==> src/rtl/dmem_ctrl.sv <==
// Data-memory controller for the MEM stage: base-relative word array with programmable wait states.
// Define DMEM_BYTE_LANE_EN to add the byte_en port and LDRB/STRB lane accesses.
module dmem_ctrl #(
    parameter int DATA_W      = 32,
    parameter int DEPTH       = 64,
    parameter int BASE_ADDR   = 1024,
    parameter int WAIT_CYCLES = 1
) (
    input  logic              clk,
    input  logic              rst,
    input  logic              mem_r_en,
    input  logic              mem_w_en,
    input  logic [31:0]       alu_res,
    input  logic [DATA_W-1:0] val_rm,
`ifdef DMEM_BYTE_LANE_EN
    input  logic              byte_en,
`endif
    output logic [DATA_W-1:0] mem_res,
    output logic              ready,
    output logic              addr_err
);

    localparam int LB = $clog2(DATA_W / 8);
    localparam int IW = (DEPTH > 1) ? $clog2(DEPTH) : 1;

    typedef enum logic [1:0] {IDLE, BUSY, DONE} state_t;

    state_t            state_q, state_d;
    logic [3:0]        cnt_q, cnt_d;
    logic [31:0]       addr_q, addr_d;
    logic [DATA_W-1:0] wdata_q, wdata_d;
    logic              wr_q, wr_d;
`ifdef DMEM_BYTE_LANE_EN
    logic              byte_q, byte_d;
`endif
    logic [DATA_W-1:0] res_q, res_d;
    logic              err_q, err_d;

    logic [DATA_W-1:0] mem_q [DEPTH];

    logic [31:0]       offset;
    logic [31:0]       word_idx;
    logic [IW-1:0]     idx;
    logic              oor;
    logic [DATA_W-1:0] rd_word, rd_data, wr_word;
    logic              we;

    // Decode is done on the latched address so mid-access input changes have no effect.
    always_comb begin
        offset   = addr_q - 32'(BASE_ADDR);
        word_idx = offset >> LB;
        oor      = (addr_q < 32'(BASE_ADDR)) || (word_idx >= 32'(DEPTH));
        idx      = word_idx[IW-1:0];
        rd_word  = mem_q[idx];
    end

    always_comb begin
        rd_data = rd_word;
        wr_word = wdata_q;
`ifdef DMEM_BYTE_LANE_EN
        if (byte_q) begin
            rd_data = DATA_W'(rd_word[{offset[LB-1:0], 3'b000} +: 8]);
            wr_word = rd_word;
            wr_word[{offset[LB-1:0], 3'b000} +: 8] = wdata_q[7:0];
        end
`endif
    end

    always_ff @(posedge clk or negedge rst) begin
        if (!rst) begin
            state_q <= IDLE;
            cnt_q   <= '0;
            addr_q  <= '0;
            wdata_q <= '0;
            wr_q    <= 1'b0;
`ifdef DMEM_BYTE_LANE_EN
            byte_q  <= 1'b0;
`endif
            res_q   <= '0;
            err_q   <= 1'b0;
        end else begin
            state_q <= state_d;
            cnt_q   <= cnt_d;
            addr_q  <= addr_d;
            wdata_q <= wdata_d;
            wr_q    <= wr_d;
`ifdef DMEM_BYTE_LANE_EN
            byte_q  <= byte_d;
`endif
            res_q   <= res_d;
            err_q   <= err_d;
        end
    end

    // The array is not reset; a write only happens on the BUSY->DONE edge, which reset cancels.
    always_ff @(posedge clk) begin
        if (we) mem_q[idx] <= wr_word;
    end

    always_comb begin
        state_d = state_q;
        cnt_d   = cnt_q;
        addr_d  = addr_q;
        wdata_d = wdata_q;
        wr_d    = wr_q;
`ifdef DMEM_BYTE_LANE_EN
        byte_d  = byte_q;
`endif
        res_d   = res_q;
        err_d   = err_q;
        we      = 1'b0;
        unique case (state_q)
            IDLE: begin
                if (mem_r_en || mem_w_en) begin
                    addr_d  = alu_res;
                    wdata_d = val_rm;
                    wr_d    = mem_w_en;
`ifdef DMEM_BYTE_LANE_EN
                    byte_d  = byte_en;
`endif
                    cnt_d   = 4'(WAIT_CYCLES);
                    state_d = BUSY;
                end
            end
            BUSY: begin
                if (cnt_q != 4'd0) begin
                    cnt_d = cnt_q - 4'd1;
                end else begin
                    we      = wr_q && !oor;
                    res_d   = (wr_q || oor) ? '0 : rd_data;
                    err_d   = oor;
                    state_d = DONE;
                end
            end
            DONE: begin
                err_d   = 1'b0;
                state_d = IDLE;
            end
            default: state_d = IDLE;
        endcase
    end

    always_comb begin
        ready    = 1'b0;
        mem_res  = res_q;
        addr_err = err_q;
        unique case (state_q)
            IDLE:    ready = !(mem_r_en || mem_w_en);
            BUSY:    ready = 1'b0;
            DONE:    ready = 1'b1;
            default: ready = 1'b0;
        endcase
    end

endmodule
==> config.mk <==
export PLATFORM = sky130hd
export DESIGN_NAME = dmem_ctrl
export DESIGN_NICKNAME = d
export VERILOG_FILES = /design/src/rtl/dmem_ctrl.sv
export SDC_FILE = /design/constraint.sdc
export NUM_CORES = 2
export LEC_CHECK = 0
export ABC_AREA = 0
export CAP_MARGIN = 0
export CORE_ASPECT_RATIO = 0.5
export CORE_MARGIN = 2
export CORE_UTILIZATION = 55
export DETAILED_ROUTE_END_ITERATION = 12
export PLACE_DENSITY = 0.74
export SLEW_MARGIN = 10
export SYNTH_ARGS = -nofsm -noshare
export SYNTH_HDL_FRONTEND = slang
export SYNTH_SLANG_ARGS = --single-unit
==> constraint.sdc <==
create_clock -name clk -period 3.65 [get_ports clk]
set_input_delay 0.73 -clock clk [delete_from_list [all_inputs] [get_ports clk]]
set_output_delay 0.73 -clock clk [all_outputs]
set_load 0.005 [all_outputs]
# Word level (Yosys, flattened, before mapping)
# Memory sizes are Yosys's and may differ from the RTL's.
# Index checks and enable logic that the tools add are counted.
# Widths: inputs -> output; s select.
classes:
  addsub: 2
  n_lt_le_gt_ge: 2
  eq_ne: 5
  muxes: 14
  bitwise: 1
  reduce_logical: 15
op_table:
  columns: ["cell", "n"]
  rows:
  - ["$lt 32x11->1 const B", 1]
  - ["$mux 32", 1]
  - ["$sub 32x11->32 const B", 1]
  - ["$ge 30x7->1 const B", 1]
  - ["$mux 4", 2]
  - ["$pmux 4 s2", 1]
  - ["$reduce_and 2->1", 4]
  - ["$ne 2x2->1 const B", 3]
  - ["$mux 1", 5]
  - ["$mux 2", 2]
  - ["$pmux 1 s2", 2]
  - ["$pmux 2 s2", 1]
  - ["$reduce_bool 2->1", 2]
  - ["$reduce_bool 4->1", 1]
  - ["$sub 4x1->4 const B", 1]
  - ["$logic_or 1x1->1", 3]
  - ["$reduce_and 3->1", 1]
  - ["$eq 2x1->1 const B", 1]
  - ["$eq 2x2->1 const B", 1]
  - ["$logic_not 1->1", 2]
  - ["$logic_not 2->1", 1]
  - ["$logic_and 1x1->1", 1]
  - ["$not 1->1", 1]
word_totals:
  ff_bits: 104
  ram_bits: 2048
  in_bits: 68
  output_inout_bits: 34
  word_cells: 47
  mem_count: 1
memory_table:
  columns: ["memory", "depth", "word_bits", "rd", "rd_clocked_by_memory_dff", "wr", "line_no", "rtl"]
  rows:
  - ["mem_q", 64, 32, 1, 0, 1, "39", "logic [DATA_W-1:0] mem_q [DEPTH];"]

# Depth between registers and ports, before layout
logic_depth:
  ltp_word: 9
  depth_mapped: 11
  depth_no_buf: 8

# Least setup slack after synthesis
# OpenSTA, ideal clock, no wires.
synth_path:
  path_type: "reg-to-reg"
  start: "register addr_q[15]"
  end: "memory mem_q[10][0] (enable)"
  setup_time_ns: 0.421
  arrival_time_ns: 3.292
  t_required_ns: 3.229
  path_slack_ns: -0.063
  path_stages_with_launch: 8
  path_buffers: 1
  synth_period_minus_slack_ns: 3.713
  cell_sequence: "dfrtp_1 > nor4_4 > nand4b_1 > a2111oi_2 > and3_1 > buf_4 > nand4_1 > nor2_1"
synth_via:
  elab_chain_len: 9
  word_cells_on_any_way: 10
  cone_classes: "add/sub (1); order compare (2); mux (4); reduce/logical (3)"
synth_lines:
  columns: ["element", "line_no", "rtl"]
  rows:
  - ["start, declared", "30", "logic [31:0] addr_q, addr_d;"]
  - ["start signal, assigned", "84", "addr_q <= addr_d;"]
  - ["$sub 32x11->32", "50", "offset = addr_q - 32'(BASE_ADDR);"]
  - ["$ge 30x7->1", "52", "oor = (addr_q < 32'(BASE_ADDR)) || (word_idx >= 32'(DEPTH));"]
  - ["$logic_or 1x1->1 *", "52", null]
  - ["$logic_not 1->1 *", "129", "we = wr_q && !oor;"]
  - ["$logic_and 1x1->1 *", "129", null]
  - ["$mux 1 *", "126", "if (cnt_q != 4'd0) begin"]
  - ["$mux 1 *", "112", "unique case (state_q)"]
  - ["$mux 1 *", "97", "if (we) mem_q[idx] <= wr_word;"]
  - ["$mux 1 (implied by the code) *", "97", null]
  - ["end, declared", "39", null]
# Mark *: on every way between the ends. The rest lies on a longest branch, timed or not.

# Final worst setup path
layout_path:
  start: "register addr_q[4]"
  end: "register res_q[16], in the netlist mem_res[16]"
layout_via:
  elab_chain_len: 5
  word_cells_on_any_way: 7
  cone_classes: "add/sub (1); order compare (2); mux (1); reduce/logical (2); memory (1)"
layout_lines:
  columns: ["element", "line_no", "rtl"]
  rows:
  - ["$sub 32x11->32", "50", null]
  - ["$ge 30x7->1", "52", null]
  - ["$logic_or 1x1->1", "52", null]
  - ["$logic_or 1x1->1", "130", "res_d = (wr_q || oor) ? '0 : rd_data;"]
  - ["$mux 32 *", "130", null]
  - ["end signal, assigned", "90", "res_q <= res_d;"]
  - ["end, declared", "36", "logic [DATA_W-1:0] res_q, res_d;"]
# Marks and branches as above.
# A chain may end at the register's enable or synchronous reset.

==> run summary <==
Synth cell types: 78
Largest net degree at the start of global routing: 71
Mapped Cells: 4438
Vias per inst: 7.19
Leak pwr: 30.7 nW
Mapped Area: 83000 um2
Post-synthesis async set-or-reset flop share: 4.74%
Finished layout cell area: 95700 um2
H-Tree Depth: 4
ANT nets after route: 0
Fin crit period: 3.63 ns
Vias after detailed routing: 50100
Final Power: 78.4 mW
Global-route wire length before repair: 369000 um
Critical path buffer and inverter count: 1
Clock Pin Slew Worst Setup and Hold Paths: 0.07 ns
Max-Cap Viols: 0
Io pins: 102
Num CTS Buffers: 182
Final hold vios: 0
Die Area: 154000 um2
Cts hold-fix bufs: 0
Starting Density: 55.6%
Initial detailed-routing violation count: 9826
Clk buf depth: 3
Slew @ Worst Pin: 1.37 ns
NumNets Final: 4891
GPL Wtd Cong: 0.925
Worst-path fanout max: 29
Number of enable flip-flop cells after synthesis: 2048
Top FF cell, synth: edfxtp_1
FMAX: 0.275 GHz
CP Class: reg -> reg
Critical path arrival: 4.37 ns
DIE WIDTH: 553 um
Synth Net Count: 4508
Highest-delay cell along the critical path: a311oi_1
Core Box Area: 149000 um2
Dpl hpwl: 161000 um
Sequential area share after synthesis: 77.1%
Worst EP required: 4.38 ns
Power Density: 819 nW/um2
Area delta synth->final: 15.2%
Clock root cell: clkbuf_16
CP peak stage delay: 1.05 ns
Unrepaired setup endpoints after global routing: false
CTS tree: built
1st-pass router iterations: 6
Dpl cell area: 89700 um2
Worst ir drop on vdd: 0.513 mV
Min Hold Slack: 0.0153 ns
Worst setup margin: 0.0183 ns
All-Layer GR Usage: 34.6%
CTS resizes: 0
Relative slew slack: 7.81%
Pre-CTS setup slack: 0.161 ns
Vias in the first global route: 48100
Drc violations: 0
Total gr overflow: 0
Worst path cell trace: or2_4, buf_4, o22ai_1, o21ai_0, a21oi_1, a311oi_1, a32o_1
Die height: 279 um
CTS Sinks: 2150
Crit start category: register
Initial antenna violation count: 18
Worst skew pair latency: 0.81 ns
Setup bufs post-CTS: 0
Total Wirelength: 268000 um
Post-placement cell count: 6626
Pins Over Slew Limit: 0
Non-filler instance count after layout: 6966
Share of cells above drive strength 1: 24.8%
CP Capture Type: register
Setup violations, final: 0
Warnings from Yosys: 0
Hold Path Class: in -> async
Row cnt: 100
Status: completed
Skew final: 0.0341 ns
FF+latch count, synth: 2150
Top delay family on crit path: compound AO/OA/AOI/OAI gates
Setup TNS: 0 ns
Final design utilization: 64.1%
Syn Area/Cell: 18.7 um2
I/O Buffers: 99
Period utilization: 99.5%
WL/cell: 38.4 um
## metal layers
metal	vias up	GRT usage (%)	share of wire, %
li1	19100	-	-
met1	25100	46.1	33
met2	4975	48.5	42
met3	845	16.6	20
met4	28	14.7	5.0
met5	-	0.587	0.22
## flip-flops by register name, summed over array words and instances (netlist names)
register	flops
cnt_q	4
wr_q	1
state_q	2
mem_res	32
addr_q	30
wdata_q	32
addr_err	1
mem_q	2048
## cell families after synthesis
group,Yosys count,share of synthesized area [%]
AO/OA/AOI/OAI,879,7.59
XOR/XNOR,3,0.0317
adder cells (fa/ha/maj),2,0.0301
buffers and inverters,313,2.23
flip-flops,2150,77.1
multiplexers,604,10.2
AND/OR/NAND/NOR,487,2.75
## worst reg2reg max path: stages, from the launching register on
cell and delay [ns]:
dfrtp_4 0.82, or2_4 0.70, buf_4 0.28, o22ai_1 0.08, o21ai_0 0.22, a21oi_1 0.12, a311oi_1 1.05, a32o_1 0.30
## worst paths after layout
check                         endpoint       start  cells after the start  slack (ns)
setup / recovery           mem_res[16]   addr_q[4]                      7        0.02
hold / removal             mem_res[12]         rst                      1        0.02
setup reg to reg           mem_res[16]   addr_q[4]                      7        0.02
hold reg to reg              addr_q[8]   addr_q[8]                      1        0.51
max in group asynchronous  wdata_q[26]         rst                      2        2.58
min in group clk             addr_q[3]  alu_res[3]                      3        0.48
## layout by cell type (no fill, tap or decap), types with 16 or more instances in the layout
cell type        count
edfxtp_1          2048
buf_4              291
mux2_2             265
o22ai_1            230
clkbuf_16          189
mux2i_1            173
o221ai_1           169
nand2_1            161
mux4_2             157
buf_12             112
a21oi_1            105
nor2_1              99
clkdlybuf4s50_1     98
o21ai_0             88
dfrtp_1             67
nor2_4              64
a22oi_1             46
a211oi_1            40
clkinv_1            39
clkinv_2            36
clkbuf_1            30
nor2b_1             29
a221oi_1            29
dfrtp_2             25
a32o_1              24
a2bb2oi_1           21
o31ai_1             19
nor4_1              16
bufinv_16           16
## Yosys cell counts, types with 11 or more instances
cell / number / area, um2
a2bb2oi_1: 21 / 184
nand2_1: 164 / 616
and3_1: 16 / 100
buf_6: 41 / 462
nor2b_1: 31 / 194
edfxtp_1: 2048 / 61500
a221oi_1: 29 / 254
nor2_1: 165 / 619
clkbuf_1: 79 / 297
a211oi_1: 40 / 300
mux4_2: 157 / 3540
nor3_1: 11 / 55.1
a22oi_1: 46 / 345
a222oi_1: 14 / 140
buf_2: 101 / 505
dfrtp_1: 102 / 2550
o22ai_1: 230 / 1440
buf_1: 24 / 90.1
mux2_2: 265 / 2980
nor4_1: 16 / 100
a22o_1: 14 / 123
nand3_1: 11 / 55.1
o21ai_0: 88 / 440
mux2i_1: 173 / 1730
a32o_1: 24 / 240
o221ai_1: 169 / 1480
buf_4: 55 / 413
nand2b_1: 14 / 87.6
o31ai_1: 19 / 143
a21oi_1: 105 / 526
## layout make-up
cell class | count | area (um2)
clock inverters | 104 | 913
flip-flops and latches | 2150 | 64100
inverters | 10 | 46.3
diodes | 8 | 20.0
well taps | 1989 | 2490
clock buffers | 228 | 4970
fillers | 9628 | 53600
multi-input cells | 1975 | 17700
repair buffers | 502 | 5420
## where the power goes
group / switching (mW) / internal, mW / total, mW / leakage, nW
clock network: 8.74 / 10.8 / 19.5 / 2.88
logic: 15.7 / 8.43 / 24.1 / 8.15
registers: 3.70 / 31.0 / 34.7 / 19.7
Note: power is estimated with default switching activity, not from simulation.
